==> src/rtl/mac_switch_pkg.sv <==
// Shared types and constants for the MAC lookup path.
package mac_switch_pkg;

  localparam int unsigned MAC_W  = 48;
  localparam int unsigned PORT_W = 3;

  localparam logic [PORT_W-1:0] PORT_FLOOD   = 3'b100;
  localparam logic [PORT_W-1:0] PORT_INVALID = 3'b110;

  typedef enum logic [1:0] {
    ARB_IDLE  = 2'd0,
    ARB_ISSUE = 2'd1,
    ARB_WAIT  = 2'd2,
    ARB_RESP  = 2'd3
  } arb_state_t;

  typedef struct packed {
    logic [MAC_W-1:0] src_mac;
    logic [MAC_W-1:0] dst_mac;
  } lookup_req_t;

endpackage

==> src/rtl/rr_arbiter.sv <==
// Combinational round-robin pick: first set req bit at or after ptr, wrapping.
module rr_arbiter #(
  parameter int unsigned N  = 4,
  parameter int unsigned IW = 3
) (
  input  logic [N-1:0]  req,
  input  logic [IW-1:0] ptr,
  output logic [N-1:0]  gnt,
  output logic [IW-1:0] gnt_idx
);

  localparam int unsigned SW = (N > 1) ? $clog2(N) : 1;

  logic          found;
  logic [SW-1:0] idx;

  always_comb begin
    gnt     = '0;
    gnt_idx = '0;
    found   = 1'b0;
    idx     = '0;
    for (int unsigned k = 0; k < N; k++) begin
      idx = SW'((32'(ptr) + k) % N);
      if (!found && req[idx]) begin
        found    = 1'b1;
        gnt[idx] = 1'b1;
        gnt_idx  = IW'(idx);
      end
    end
  end

endmodule

==> src/rtl/mac_lookup_arbiter.sv <==
// Buffers per-port header lookups and serialises them round-robin into the
// MAC engine, returning the engine result (or INVALID on watchdog) to the port.
module mac_lookup_arbiter
  import mac_switch_pkg::*;
#(
  parameter int unsigned NPORTS       = 4,
  parameter int unsigned WAIT_TIMEOUT = 64
) (
  input  logic                    clk,
  input  logic                    rst,
  input  logic [NPORTS-1:0]       req_valid,
  output logic [NPORTS-1:0]       req_ready,
  input  logic [NPORTS*MAC_W-1:0] req_src_mac,
  input  logic [NPORTS*MAC_W-1:0] req_dst_mac,
  output logic [NPORTS-1:0]       resp_valid,
  output logic [PORT_W-1:0]       resp_dst_port,
  output logic                    ml_en,
  output logic [MAC_W-1:0]        ml_src_mac,
  output logic [MAC_W-1:0]        ml_dst_mac,
  output logic [PORT_W-1:0]       ml_src_port,
  input  logic                    ml_busy,
  input  logic                    ml_done,
  input  logic [PORT_W-1:0]       ml_dst_port,
  output logic                    timeout
);

  localparam int unsigned WD_W = $clog2(WAIT_TIMEOUT + 1);

  arb_state_t               state_q, state_d;
  logic [NPORTS-1:0]        pending_q, pending_d;
  lookup_req_t [NPORTS-1:0] buf_q;
  logic [PORT_W-1:0]        rr_ptr_q, rr_ptr_d;
  logic [PORT_W-1:0]        grant_q, grant_d;
  logic [NPORTS-1:0]        grant_oh_q, grant_oh_d;
  logic [WD_W-1:0]          wd_q, wd_d;
  logic                     ml_en_q, ml_en_d;
  logic [MAC_W-1:0]         ml_src_mac_q, ml_src_mac_d;
  logic [MAC_W-1:0]         ml_dst_mac_q, ml_dst_mac_d;
  logic [PORT_W-1:0]        ml_src_port_q, ml_src_port_d;
  logic [NPORTS-1:0]        resp_valid_q, resp_valid_d;
  logic [PORT_W-1:0]        resp_dst_port_q, resp_dst_port_d;
  logic                     timeout_q, timeout_d;

  logic [NPORTS-1:0]        accept;
  logic [NPORTS-1:0]        pend_clr;
  logic [NPORTS-1:0]        arb_gnt;
  logic [PORT_W-1:0]        arb_idx;
  lookup_req_t              arb_sel;

  assign accept = req_valid & ~pending_q;

  rr_arbiter #(
    .N  (NPORTS),
    .IW (PORT_W)
  ) u_rr_arbiter (
    .req     (pending_q),
    .ptr     (rr_ptr_q),
    .gnt     (arb_gnt),
    .gnt_idx (arb_idx)
  );

  // One-hot mux of the buffer selected by the arbiter.
  always_comb begin
    arb_sel = '0;
    for (int unsigned i = 0; i < NPORTS; i++) begin
      if (arb_gnt[i]) arb_sel = buf_q[i];
    end
  end

  always_comb begin
    state_d         = state_q;
    grant_d         = grant_q;
    grant_oh_d      = grant_oh_q;
    rr_ptr_d        = rr_ptr_q;
    wd_d            = wd_q;
    ml_en_d         = 1'b0;
    ml_src_mac_d    = ml_src_mac_q;
    ml_dst_mac_d    = ml_dst_mac_q;
    ml_src_port_d   = ml_src_port_q;
    resp_valid_d    = '0;
    resp_dst_port_d = resp_dst_port_q;
    timeout_d       = 1'b0;
    pend_clr        = '0;

    case (state_q)
      ARB_IDLE: begin
        if ((|pending_q) && !ml_busy) begin
          grant_d       = arb_idx;
          grant_oh_d    = arb_gnt;
          ml_src_mac_d  = arb_sel.src_mac;
          ml_dst_mac_d  = arb_sel.dst_mac;
          ml_src_port_d = arb_idx;
          ml_en_d       = 1'b1;
          state_d       = ARB_ISSUE;
        end
      end
      ARB_ISSUE: begin
        wd_d    = '0;
        state_d = ARB_WAIT;
      end
      ARB_WAIT: begin
        // A done arriving on the expiry cycle still wins over the watchdog.
        if (ml_done) begin
          resp_dst_port_d = ml_dst_port;
          resp_valid_d    = grant_oh_q;
          state_d         = ARB_RESP;
        end else if (wd_q == WD_W'(WAIT_TIMEOUT - 1)) begin
          resp_dst_port_d = PORT_INVALID;
          resp_valid_d    = grant_oh_q;
          timeout_d       = 1'b1;
          state_d         = ARB_RESP;
        end else begin
          wd_d = wd_q + WD_W'(1);
        end
      end
      ARB_RESP: begin
        pend_clr = grant_oh_q;
        rr_ptr_d = (grant_q == PORT_W'(NPORTS - 1)) ? '0 : grant_q + PORT_W'(1);
        state_d  = ARB_IDLE;
      end
      default: state_d = ARB_IDLE;
    endcase

    pending_d = (pending_q | accept) & ~pend_clr;
  end

  always_ff @(posedge clk or negedge rst) begin
    if (!rst) begin
      state_q         <= ARB_IDLE;
      pending_q       <= '0;
      buf_q           <= '0;
      rr_ptr_q        <= '0;
      grant_q         <= '0;
      grant_oh_q      <= '0;
      wd_q            <= '0;
      ml_en_q         <= 1'b0;
      ml_src_mac_q    <= '0;
      ml_dst_mac_q    <= '0;
      ml_src_port_q   <= '0;
      resp_valid_q    <= '0;
      resp_dst_port_q <= PORT_INVALID;
      timeout_q       <= 1'b0;
    end else begin
      state_q         <= state_d;
      pending_q       <= pending_d;
      rr_ptr_q        <= rr_ptr_d;
      grant_q         <= grant_d;
      grant_oh_q      <= grant_oh_d;
      wd_q            <= wd_d;
      ml_en_q         <= ml_en_d;
      ml_src_mac_q    <= ml_src_mac_d;
      ml_dst_mac_q    <= ml_dst_mac_d;
      ml_src_port_q   <= ml_src_port_d;
      resp_valid_q    <= resp_valid_d;
      resp_dst_port_q <= resp_dst_port_d;
      timeout_q       <= timeout_d;
      for (int unsigned i = 0; i < NPORTS; i++) begin
        if (accept[i]) begin
          buf_q[i].src_mac <= req_src_mac[i*MAC_W +: MAC_W];
          buf_q[i].dst_mac <= req_dst_mac[i*MAC_W +: MAC_W];
        end
      end
    end
  end

  assign req_ready     = ~pending_q;
  assign resp_valid    = resp_valid_q;
  assign resp_dst_port = resp_dst_port_q;
  assign ml_en         = ml_en_q;
  assign ml_src_mac    = ml_src_mac_q;
  assign ml_dst_mac    = ml_dst_mac_q;
  assign ml_src_port   = ml_src_port_q;
  assign timeout       = timeout_q;

endmodule

==> config.mk <==
export PLATFORM = sky130hd
export DESIGN_NAME = mac_lookup_arbiter
export DESIGN_NICKNAME = d
export VERILOG_FILES = /design/src/rtl/mac_switch_pkg.sv /design/src/rtl/rr_arbiter.sv /design/src/rtl/mac_lookup_arbiter.sv
export SDC_FILE = /design/constraint.sdc
export NUM_CORES = 1
export LEC_CHECK = 0
export CAP_MARGIN = 20
export CELL_PAD_IN_SITES_DETAIL_PLACEMENT = 1
export CELL_PAD_IN_SITES_GLOBAL_PLACEMENT = 1
export CORE_MARGIN = 2
export CORE_UTILIZATION = 40
export CTS_CLUSTER_SIZE = 14
export DETAILED_ROUTE_END_ITERATION = 16
export PLACE_DENSITY_LB_ADDON = 0.1
export SLEW_MARGIN = 20
export SYNTH_ARGS = -nofsm -noshare
export SYNTH_HDL_FRONTEND = slang
export SYNTH_SLANG_ARGS = --single-unit
==> constraint.sdc <==
create_clock -name clk -period 4.5 [get_ports clk]
set_input_delay 0.675 -clock clk [delete_from_list [all_inputs] [get_ports clk]]
set_output_delay 0.675 -clock clk [all_outputs]
set_load 0.02 [all_outputs]
==> results.json <==
{
  "dieArea_sq_um": 55300,
  "ys_warn_count": 0,
  "path_class": "reg2reg",
  "leakage_nw": 11.7,
  "areaGrowthSynthToFinish_pct": 35.5,
  "max_cap_viol_count": 0,
  "clock_latency_ps": 610,
  "crit_path_max_fanout": 82,
  "hold_buffers": 0,
  "cpPeakStageDelay_ps": 890,
  "post-route-min-period_ps": 3980,
  "synth-edff-count": 0,
  "crit_family": "simple AND/OR/NAND/NOR gates",
  "root_buffer": "clkbuf_16",
  "async_flop_share_pct": 100,
  "core_area_sq_um": 52800,
  "dpl_cell_area_sq_um": 27200,
  "grt_pass1_wl_um": 109000,
  "cp_slowest_cell": "and3_4",
  "path_buf_inv": 2,
  "die_y_um": 235,
  "cts_tree": "yes",
  "ir_drop_uv": 691,
  "first_pass_iters": 4,
  "std_cell_rows": 84,
  "finalMaxSlewViolations": 0,
  "min_path_type": "in2async",
  "mostFrequentLayoutCells": "508 x dfrtp_1, 504 x clkdlybuf4s50_1, 384 x mux2_2",
  "antenna_left": 0,
  "grtUsageTotal_pct": 25.9,
  "max_freq_mhz": 251,
  "syn_nets": 1950,
  "grt_max_degree": 109,
  "routedWlPerCell_um": 26.2,
  "worst-r2r-setup-slack_ps": 520,
  "crit_top_cell": "o21ai_0",
  "slew_headroom_pct": 26.0,
  "fin_nets": 2415,
  "post-route-period-util_pct": 88.5,
  "p_total_mw": 21.3,
  "antenna_found_initial": 35,
  "cp-startpoint": "rr_ptr_q[0]$_DFFE_PN0N_",
  "synth_top_area_share_pct": 59.4,
  "crit_chain": "inv_1 -> ha_1 -> mux4_2 -> a21o_1 -> o22ai_2 -> and3_4 -> buf_4 -> o21ai_0 -> o21ai_0",
  "finalSetupViolations": 0,
  "vias_per_cell": 5.55,
  "cts_setup_buffers": 0,
  "yosys.area.top_type": "dfrtp_1",
  "crit_cells": 9,
  "netlist_area_sq_um": 21400,
  "fin_setup_tns_ps": 0,
  "cts_buffers": 55,
  "clockBufferDepth": 3,
  "seq_area_frac_synth_pct": 59.7,
  "final_area_sq_um": 29000,
  "cts_sinks": 510,
  "arrival_ps": 4500,
  "grt_pass1_vias": 16900,
  "drt_wl_total_um": 72000,
  "final_common_cell": "dfrtp_1",
  "crit_required_ps": 5020,
  "drive_above_1_share_pct": 26.9,
  "endpoint_kind": "register",
  "avgSynthCellArea_sq_um": 13.9,
  "timing.rr.start": "rr_ptr_q[0]$_DFFE_PN0N_",
  "ios": 507,
  "powerDensity_nw_per_um2": 737,
  "worst_setup_path_start_kind": "register",
  "die_w_um": 235,
  "drtIter0Drc": 703,
  "htreeDepth": 2,
  "gp_congestion": 0.794,
  "ff2ff_path_depth": 9,
  "layoutNonFillerInstCount": 2750,
  "synth.area.top_cells": "dfrtp_1 59%, mux2_2 20%, a22oi_1 3.4%",
  "post-place-cells": 2638,
  "route.vias.total": 15300,
  "netlist_instances": 1542,
  "fin_skew_ps": 16.3,
  "drc": 0,
  "synth_top_flop_cell": "dfrtp_1",
  "worst_pin_slew_ps": 1110,
  "ys_types": 51,
  "start_util_pct": 40.5,
  "run_status": "finished, final reports clean",
  "cts_resized": 0,
  "hold_viol_final": 0,
  "grt_overflow": 0,
  "place_hpwl_um": 47300,
  "rsz0062_at_grt": "false",
  "io_buffers": 505,
  "cts.clk_slew.worst_paths_ps": 60,
  "ys_seq_elements": 510
}
==> cell families (layout without fill, tap and decap cells) <==
group | Yosys count | count (layout) | share of synthesized area, %
DFF | 510 | 510 | 59.7
AOI/OAI and AO/OA | 425 | 425 | 14.3
muxes | 390 | 390 | 20.7
buffers and inverters | 139 | 640 | 2.95
and+or+nand+nor | 61 | 61 | 1.44
adders and majority gates | 13 | 13 | 0.761
xor gates and xnor gates | 3 | 3 | 0.123
other | 1 | 20 | 0.0175
==> worst reg2reg max path, delay by kind of cell, from the launching register on <==
family	cells	cell delay (ps)
adder cells (fa/ha/maj)	1	430
flip-flops	1	680
AND/OR/NAND/NOR	1	890
AO/OA/AOI/OAI	4	710
buffers and inverters	2	730
multiplexers	1	460
==> report_power, final <==
| group | switching, mW | internal [mW] |
|---|---|---|
| clock network | 1.85 | 2.53 |
| registers | 1.36 | 6.80 |
| logic | 4.60 | 4.21 |
| total | 7.81 | 13.5 |
==> area by class of cell <==
cell class / count / area [sq um]
tap: 688 / 861
sequential: 510 / 12800
antenna: 19 / 47.5
multi-input combinational: 893 / 8060
clock inverter: 13 / 93.8
timing repair buffer: 531 / 5470
fill: 5178 / 23800
inverter: 16 / 60.1
clock buffer: 80 / 1620
==> registers in the layout, indices dropped and copies added, names as in the netlist <==
signal         flops
state_q            2
resp_dst_port      3
resp_valid         4
grant_oh_q         4
ml_dst_mac        48
ml_src_mac        48
buf_q            384
wd_q               7
pending_q          4
ml_src_port        2
rr_ptr_q           2
ml_en              1
timeout            1
==> cell usage after synthesis, types with 2 or more instances <==
master,count
dfstp_2,2
nand2_1,22
nand3_1,2
nor3b_1,3
nor2b_1,6
buf_2,21
a221oi_2,39
a21oi_1,9
a22oi_1,98
xor2_1,3
buf_6,7
o21ai_1,89
mux4_2,4
and2_1,5
inv_1,15
and3_1,2
buf_1,10
nor2_1,13
ha_1,13
o22a_1,3
buf_4,8
o21a_1,2
a32oi_1,2
a221oi_1,58
mux2_2,384
mux2i_1,2
dfrtp_1,508
a21o_1,2
o21ai_0,112
clkbuf_1,77
==> routing by layer <==
layer | vias to the layer above | global-route usage [%] | wire length [um]
met3 | 136 | 7.48 | 5070
li1 | 6726 | - | -
met2 | 403 | 43.2 | 35200
met4 | 34 | 8.72 | 1860
met1 | 7973 | 32.5 | 29600
met5 | - | 0 | 226
==> final timing paths <==
| path | end |
|---|---|
| max | ml_dst_mac[3]$_DFFE_PN0P_ |
| min | buf_q[306]$_DFFE_PN0P_ |
| max reg2reg | ml_dst_mac[3]$_DFFE_PN0P_ |
| min reg2reg | pending_q[3]$_DFF_PN0_ |
| max in group asynchronous | buf_q[352]$_DFFE_PN0P_ |
| min in group clk | pending_q[3]$_DFF_PN0_ |
==> metrics by stage <==
step	setup WS, ps	utilization (%)	hold slack (ps)
5_1_grt	326	54.9	228
6_report	516	54.9	156
2_1_floorplan	1710	-	379
3_3_place_gp	769	51.6	463
4_1_cts	590	54.8	190
3_5_place_dp	612	51.6	469
No activity file was read; power rests on OpenSTA's default activity.
